<file path="config.mk">
export PLATFORM = sky130hd
export DESIGN_NAME = n_queen_solver
export DESIGN_NICKNAME = d
export VERILOG_FILES = /design/src/rtl/n_queen_solver.sv
export SDC_FILE = /design/constraint.sdc
export NUM_CORES = 1
export LEC_CHECK = 0
export CAP_MARGIN = 25
export CORE_MARGIN = 2
export CORE_UTILIZATION = 55
export CTS_BUF_LIST = sky130_fd_sc_hd__clkbuf_2
export DETAILED_ROUTE_END_ITERATION = 6
export GPL_ROUTABILITY_DRIVEN = 0
export PLACE_DENSITY = 0.86
export SLEW_MARGIN = 10
export SYNTH_ARGS = -nofsm -noshare
export SYNTH_HDL_FRONTEND = slang
export SYNTH_SLANG_ARGS = --single-unit
export TNS_END_PERCENT = 100
</file>
<file path="constraint.sdc">
create_clock -name clk -period 6.55 [get_ports clk]
set_input_delay 0.655 -clock clk [delete_from_list [all_inputs] [get_ports clk]]
set_output_delay 0.655 -clock clk [all_outputs]
set_load 0.01 [all_outputs]
</file>
<file path="src/rtl/n_queen_solver.sv">
// Backtracking N-queens engine: walks every placement in lexicographic order, then
// streams each solution one row per cycle. Optional counter via NQ_SOLUTION_COUNT_EN.
module n_queen_solver #(
    parameter int N     = 8,
    parameter int COL_W = (N > 1) ? $clog2(N) : 1,
    parameter int CNT_W = 16
) (
    input  logic             clk,
    input  logic             reset,
    input  logic             start,
    input  logic             next,
    input  logic             stop,
    output logic             ready,
    output logic             done,
    output logic             out_valid,
    output logic [COL_W-1:0] out_row,
    output logic [N-1:0]     out_bus,
    output logic             sol_ready,
    output logic [CNT_W-1:0] solution_count
);

    typedef enum logic [2:0] {IDLE, SEARCH, POP, EMIT, WAIT, DONE} state_t;

    localparam logic [COL_W-1:0] LAST = COL_W'(N - 1);

    state_t           state, state_d;
    logic [COL_W-1:0] cols [N];
    logic [COL_W-1:0] row, row_d, cand, cand_d, out_row_d;
    logic [COL_W-1:0] prev;
    logic             col_we, safe;

    // cand conflicts with an already placed queen on its column or a diagonal
    always_comb begin
        safe = 1'b1;
        for (int i = 0; i < N; i++) begin
            if (i < int'(row)) begin
                if (int'(cand) == int'(cols[i]) ||
                    int'(cand) - int'(cols[i]) == int'(row) - i ||
                    int'(cols[i]) - int'(cand) == int'(row) - i)
                    safe = 1'b0;
            end
        end
    end

    assign prev = row - 1'b1;

    always_comb begin
        state_d   = state;
        row_d     = row;
        cand_d    = cand;
        out_row_d = out_row;
        col_we    = 1'b0;
        case (state)
            IDLE, DONE: begin
                if (start) begin
                    state_d = SEARCH;
                    row_d   = '0;
                    cand_d  = '0;
                end
            end
            SEARCH: begin
                if (safe) begin
                    col_we = 1'b1;
                    if (row == LAST) begin
                        state_d   = EMIT;
                        out_row_d = '0;
                    end else begin
                        row_d  = row + 1'b1;
                        cand_d = '0;
                    end
                end else if (cand != LAST) begin
                    cand_d = cand + 1'b1;
                end else begin
                    state_d = POP;
                end
            end
            POP: begin
                if (row == '0) begin
                    state_d = DONE;
                end else begin
                    row_d = prev;
                    if (cols[prev] != LAST) begin
                        cand_d  = cols[prev] + 1'b1;
                        state_d = SEARCH;
                    end
                end
            end
            EMIT: begin
                if (out_row == LAST) begin
                    state_d   = WAIT;
                    out_row_d = '0;
                end else begin
                    out_row_d = out_row + 1'b1;
                end
            end
            WAIT: begin
                // resume exactly as if the last-row queen had just conflicted
                if (next) begin
                    if (cand != LAST) begin
                        cand_d  = cand + 1'b1;
                        state_d = SEARCH;
                    end else begin
                        state_d = POP;
                    end
                end else if (stop) begin
                    state_d = DONE;
                end
            end
            default: state_d = IDLE;
        endcase
    end

    always_ff @(posedge clk) begin
        if (reset) begin
            state   <= IDLE;
            row     <= '0;
            cand    <= '0;
            out_row <= '0;
            for (int i = 0; i < N; i++) cols[i] <= '0;
        end else begin
            state   <= state_d;
            row     <= row_d;
            cand    <= cand_d;
            out_row <= out_row_d;
            if (col_we) cols[row] <= cand;
        end
    end

    assign ready     = (state == IDLE) || (state == DONE);
    assign done      = (state == DONE);
    assign out_valid = (state == EMIT);
    assign sol_ready = (state == WAIT);
    assign out_bus   = out_valid ? (N'(1) << cols[out_row]) : '0;

`ifdef NQ_SOLUTION_COUNT_EN
    logic [CNT_W-1:0] cnt;
    logic             cnt_clr, cnt_inc;

    assign cnt_clr = ((state == IDLE) || (state == DONE)) && start;
    assign cnt_inc = (state == SEARCH) && safe && (row == LAST);

    always_ff @(posedge clk) begin
        if (reset || cnt_clr)
            cnt <= '0;
        else if (cnt_inc && (cnt != '1))
            cnt <= cnt + 1'b1;
    end

    assign solution_count = cnt;
`else
    assign solution_count = '0;
`endif

endmodule

</file>
==> impl_metrics.yaml <==
status:
  status: "complete, no violations"
clock_tree:
  clock_latency_ns: 0.39
  cts_tree: "yes"
  cts_setup_buffers: 0
  htreeDepth: 2
  cts_buffers: 5
  hold_buffers: 0
  clock_sinks: 39
  cts-root-buf: "clkbuf_2"
  post_cts_resized: 0
  clk_pin_slew_ns: 0.22
  clockBufferDepth: 2
timing:
  hold_viol: 0
  finalSetupViolCount: 0
  setup_tns_ns: 0
  fin_worst_skew_ns: 0.0208
  max-slew-margin-rel_pct: 43.0
  whs_ns: 0.564
  finalCritPeriodShare_pct: 70.1
  tightestPinTransition_ns: 0.853
  fmax_mhz: 218
  slew_violations: 0
  layout_setup_ws_ns: 1.96
  post-route-min-period_ns: 4.59
  grt_setup_unrepaired: "no"
floorplan:
  core.rowCount: 34
  die_x_um: 97.2
  die_h_um: 97.2
  top_level_ports: 36
  dieArea_um2: 9450
  start_util_pct: 55.6
  coreArea_um2: 8590
yosys:
  syn_area_um2: 4780
  synth_area_per_cell_um2: 9.36
  synth_compound_area_share_pct: 13.9
  synth_top_family_by_area: "adder cells"
  async_flop_share_pct: 0
  yosysSeqAreaShare_pct: 21.4
  ys_ff_latch: 39
  synth_xor_area_share_pct: 7.75
  yosys.area_share.simple_pct: 16.8
  synthAdderAreaFrac_pct: 21.8
  yosysWarningCount: 0
  syn_inst: 511
  ys_types: 69
  synth_edf_count: 24
  synth.area.mux_share_pct: 7.90
  ys.flop_type: "edfxtp_1"
place:
  post-place-cells: 614
  pre_cts_slack_ns: 2.09
  placed_area_um2: 4860
  place.port_buffers: 19
  hpwl_um: 8590
worst_setup_path:
  critPathCaptureType: "flop"
  crit_type: "reg2reg"
  r2r-end: "cols[4][0]$_SDFFCE_PN0P_"
  rrSetupSlack_ns: 1.96
  regToRegStartpoint: "row[1]$_SDFFE_PP0P_"
  cp-endpoint: "cols[4][0]$_SDFFCE_PN0P_"
  critical_path.startpoint: "row[1]$_SDFFE_PP0P_"
  crit_fanout: 16
  worst_ep_required_time_ns: 6.65
  rr_worst_depth: 10
  start_kind: "flop"
  cp.arrival_ns: 4.69
drt:
  first_pass_iters: 6
  drt-total-wl_um: 11400
  wl_per_cell_um: 18.4
  drtIter0Drc: 321
  num_vias: 3865
  drc: 0
  viasPerCell: 6.21
  drtAntennaViolNets: 0
cells_and_area:
  stdcell_area_um2: 4930
  mostFrequentLayoutCells: "61 x ha_1, 45 x inv_1, 43 x nand2_1"
  layout-drive-gt1-share_pct: 8.17
  area_growth_syn_to_layout_pct: 3.06
  final_nets: 593
  fill_cells: 726
  final_cells: 622
  layout_commonest_cell: "ha_1"
  n_antenna_cell: 0
power:
  p_switching_w: 0.000746
  clockPowerShare_pct: 9.4
  power_leakage_nw: 2.06
  seqPwrFrac_pct: 23.0
  switching_share_pct: 48.4
  peakVddDrop_v: 0.000163
  intPower_w: 0.000795
  comb_power_share_pct: 67.6
  power_density_nw_per_um2: 313
global_route:
  grt_pass1_vias: 3766
  antenna_found_initial: 0
  grt_max_degree: 26
  grt_usage_pct: 24.3
  grt_overflow: 0
  grt_pass1_wl_um: 18700
job:
  cap_violations: 0
worst_hold_path:
  hold_class: "reg2reg"
==> how the worst min path moves through the flow <==
stage                                        from                       to  slack (ns)  cells after the start
after floorplan           out_row[1]$_SDFFE_PP0N_                     flop        0.54                      2
after global placement    out_row[1]$_SDFFE_PP0N_                     flop        0.55                      2
after detailed placement  out_row[1]$_SDFFE_PP0N_                     flop        0.55                      2
after CTS                 out_row[1]$_SDFFE_PP0N_  out_row[1]$_SDFFE_PP0N_        0.57                      2
after global routing      out_row[1]$_SDFFE_PP0N_                     flop        0.61                      2
final                     out_row[1]$_SDFFE_PP0N_  out_row[1]$_SDFFE_PP0N_        0.56                      2
==> state kept, by name (all words and copies together) (netlist names), named ones only <==
name	flops
cand	3
cols	24
out_row	3
row	3
state	3
==> cells in the mapped netlist, types with 10 or more instances <==
master	count	area share, %
fa_1	14	5.9
a21oi_1	18	1.9
mux4_2	12	5.7
edfxtp_1	24	15
o21ai_0	10	1.0
nor2_1	31	2.4
dfxtp_1	15	6.3
nand2_1	43	3.4
and3_1	26	3.4
xnor2_1	22	4.0
ha_1	61	16
inv_1	45	3.5
buf_4	19	3.0
nand3_1	11	1.2
xor2_1	15	2.7
==> routing by layer <==
layer | share of wire [%] | vias to the layer above | track usage, %
met1 | 39 | 1828 | 31.1
met2 | 49 | 228 | 43.0
met4 | 2.4 | 0 | 6.94
li1 | - | 1775 | -
met3 | 8.9 | 34 | 3.45
met5 | 0 | - | 0
==> power by group through the flow <==
stage                     Sequential [W]  Combinational [W]  Clock [W]
after CTS                       0.000353            0.00102   0.000145
after global placement          0.000356           0.000975          0
after global routing            0.000361            0.00113   0.000153
after floorplan                 0.000326           0.000854          0
final                           0.000355            0.00104   0.000144
after detailed placement        0.000359            0.00101          0
==> cell families after synthesis <==
| kind of cell | after synthesis |
|---|---|
| muxes | 22 |
| AOI/OAI and AO/OA | 94 |
| DFF | 39 |
| buffers and inverters | 89 |
| adders and majority gates | 75 |
| and+or+nand+nor | 152 |
| xor gates and xnor gates | 39 |
| other | 1 |
==> final cells by class <==
| cell class | instances | area [um^2] | area share (%) |
|---|---|---|---|
| well taps | 108 | 135 | 2.74 |
| inverters | 47 | 176 | 3.58 |
| multi-input cells | 398 | 3320 | 67.3 |
| flip-flops and latches | 39 | 1020 | 20.7 |
| clock buffers | 5 | 25.0 | 0.508 |
| repair buffers | 22 | 213 | 4.32 |
| clock inverters | 3 | 38.8 | 0.787 |
==> worst max-delay path: stages (launching register included) <==
cell      delay, ns
dfxtp_1        0.90
inv_1          0.34
ha_1           0.87
xor2_1         0.21
a211oi_1       0.09
a22o_1         0.19
a311oi_1       0.43
nand3_2        0.32
nor4_4         0.68
nand2_1        0.11
nand2_1        0.15
==> metrics by stage <==
stage          utilization (%)  total power (W)
2_1_floorplan                -          0.00118
3_3_place_gp              56.6          0.00133
3_5_place_dp              56.6          0.00137
4_1_cts                   57.3          0.00152
5_1_grt                   57.3          0.00165
6_report                  57.3          0.00154
Power figures use the tool's default switching activity.
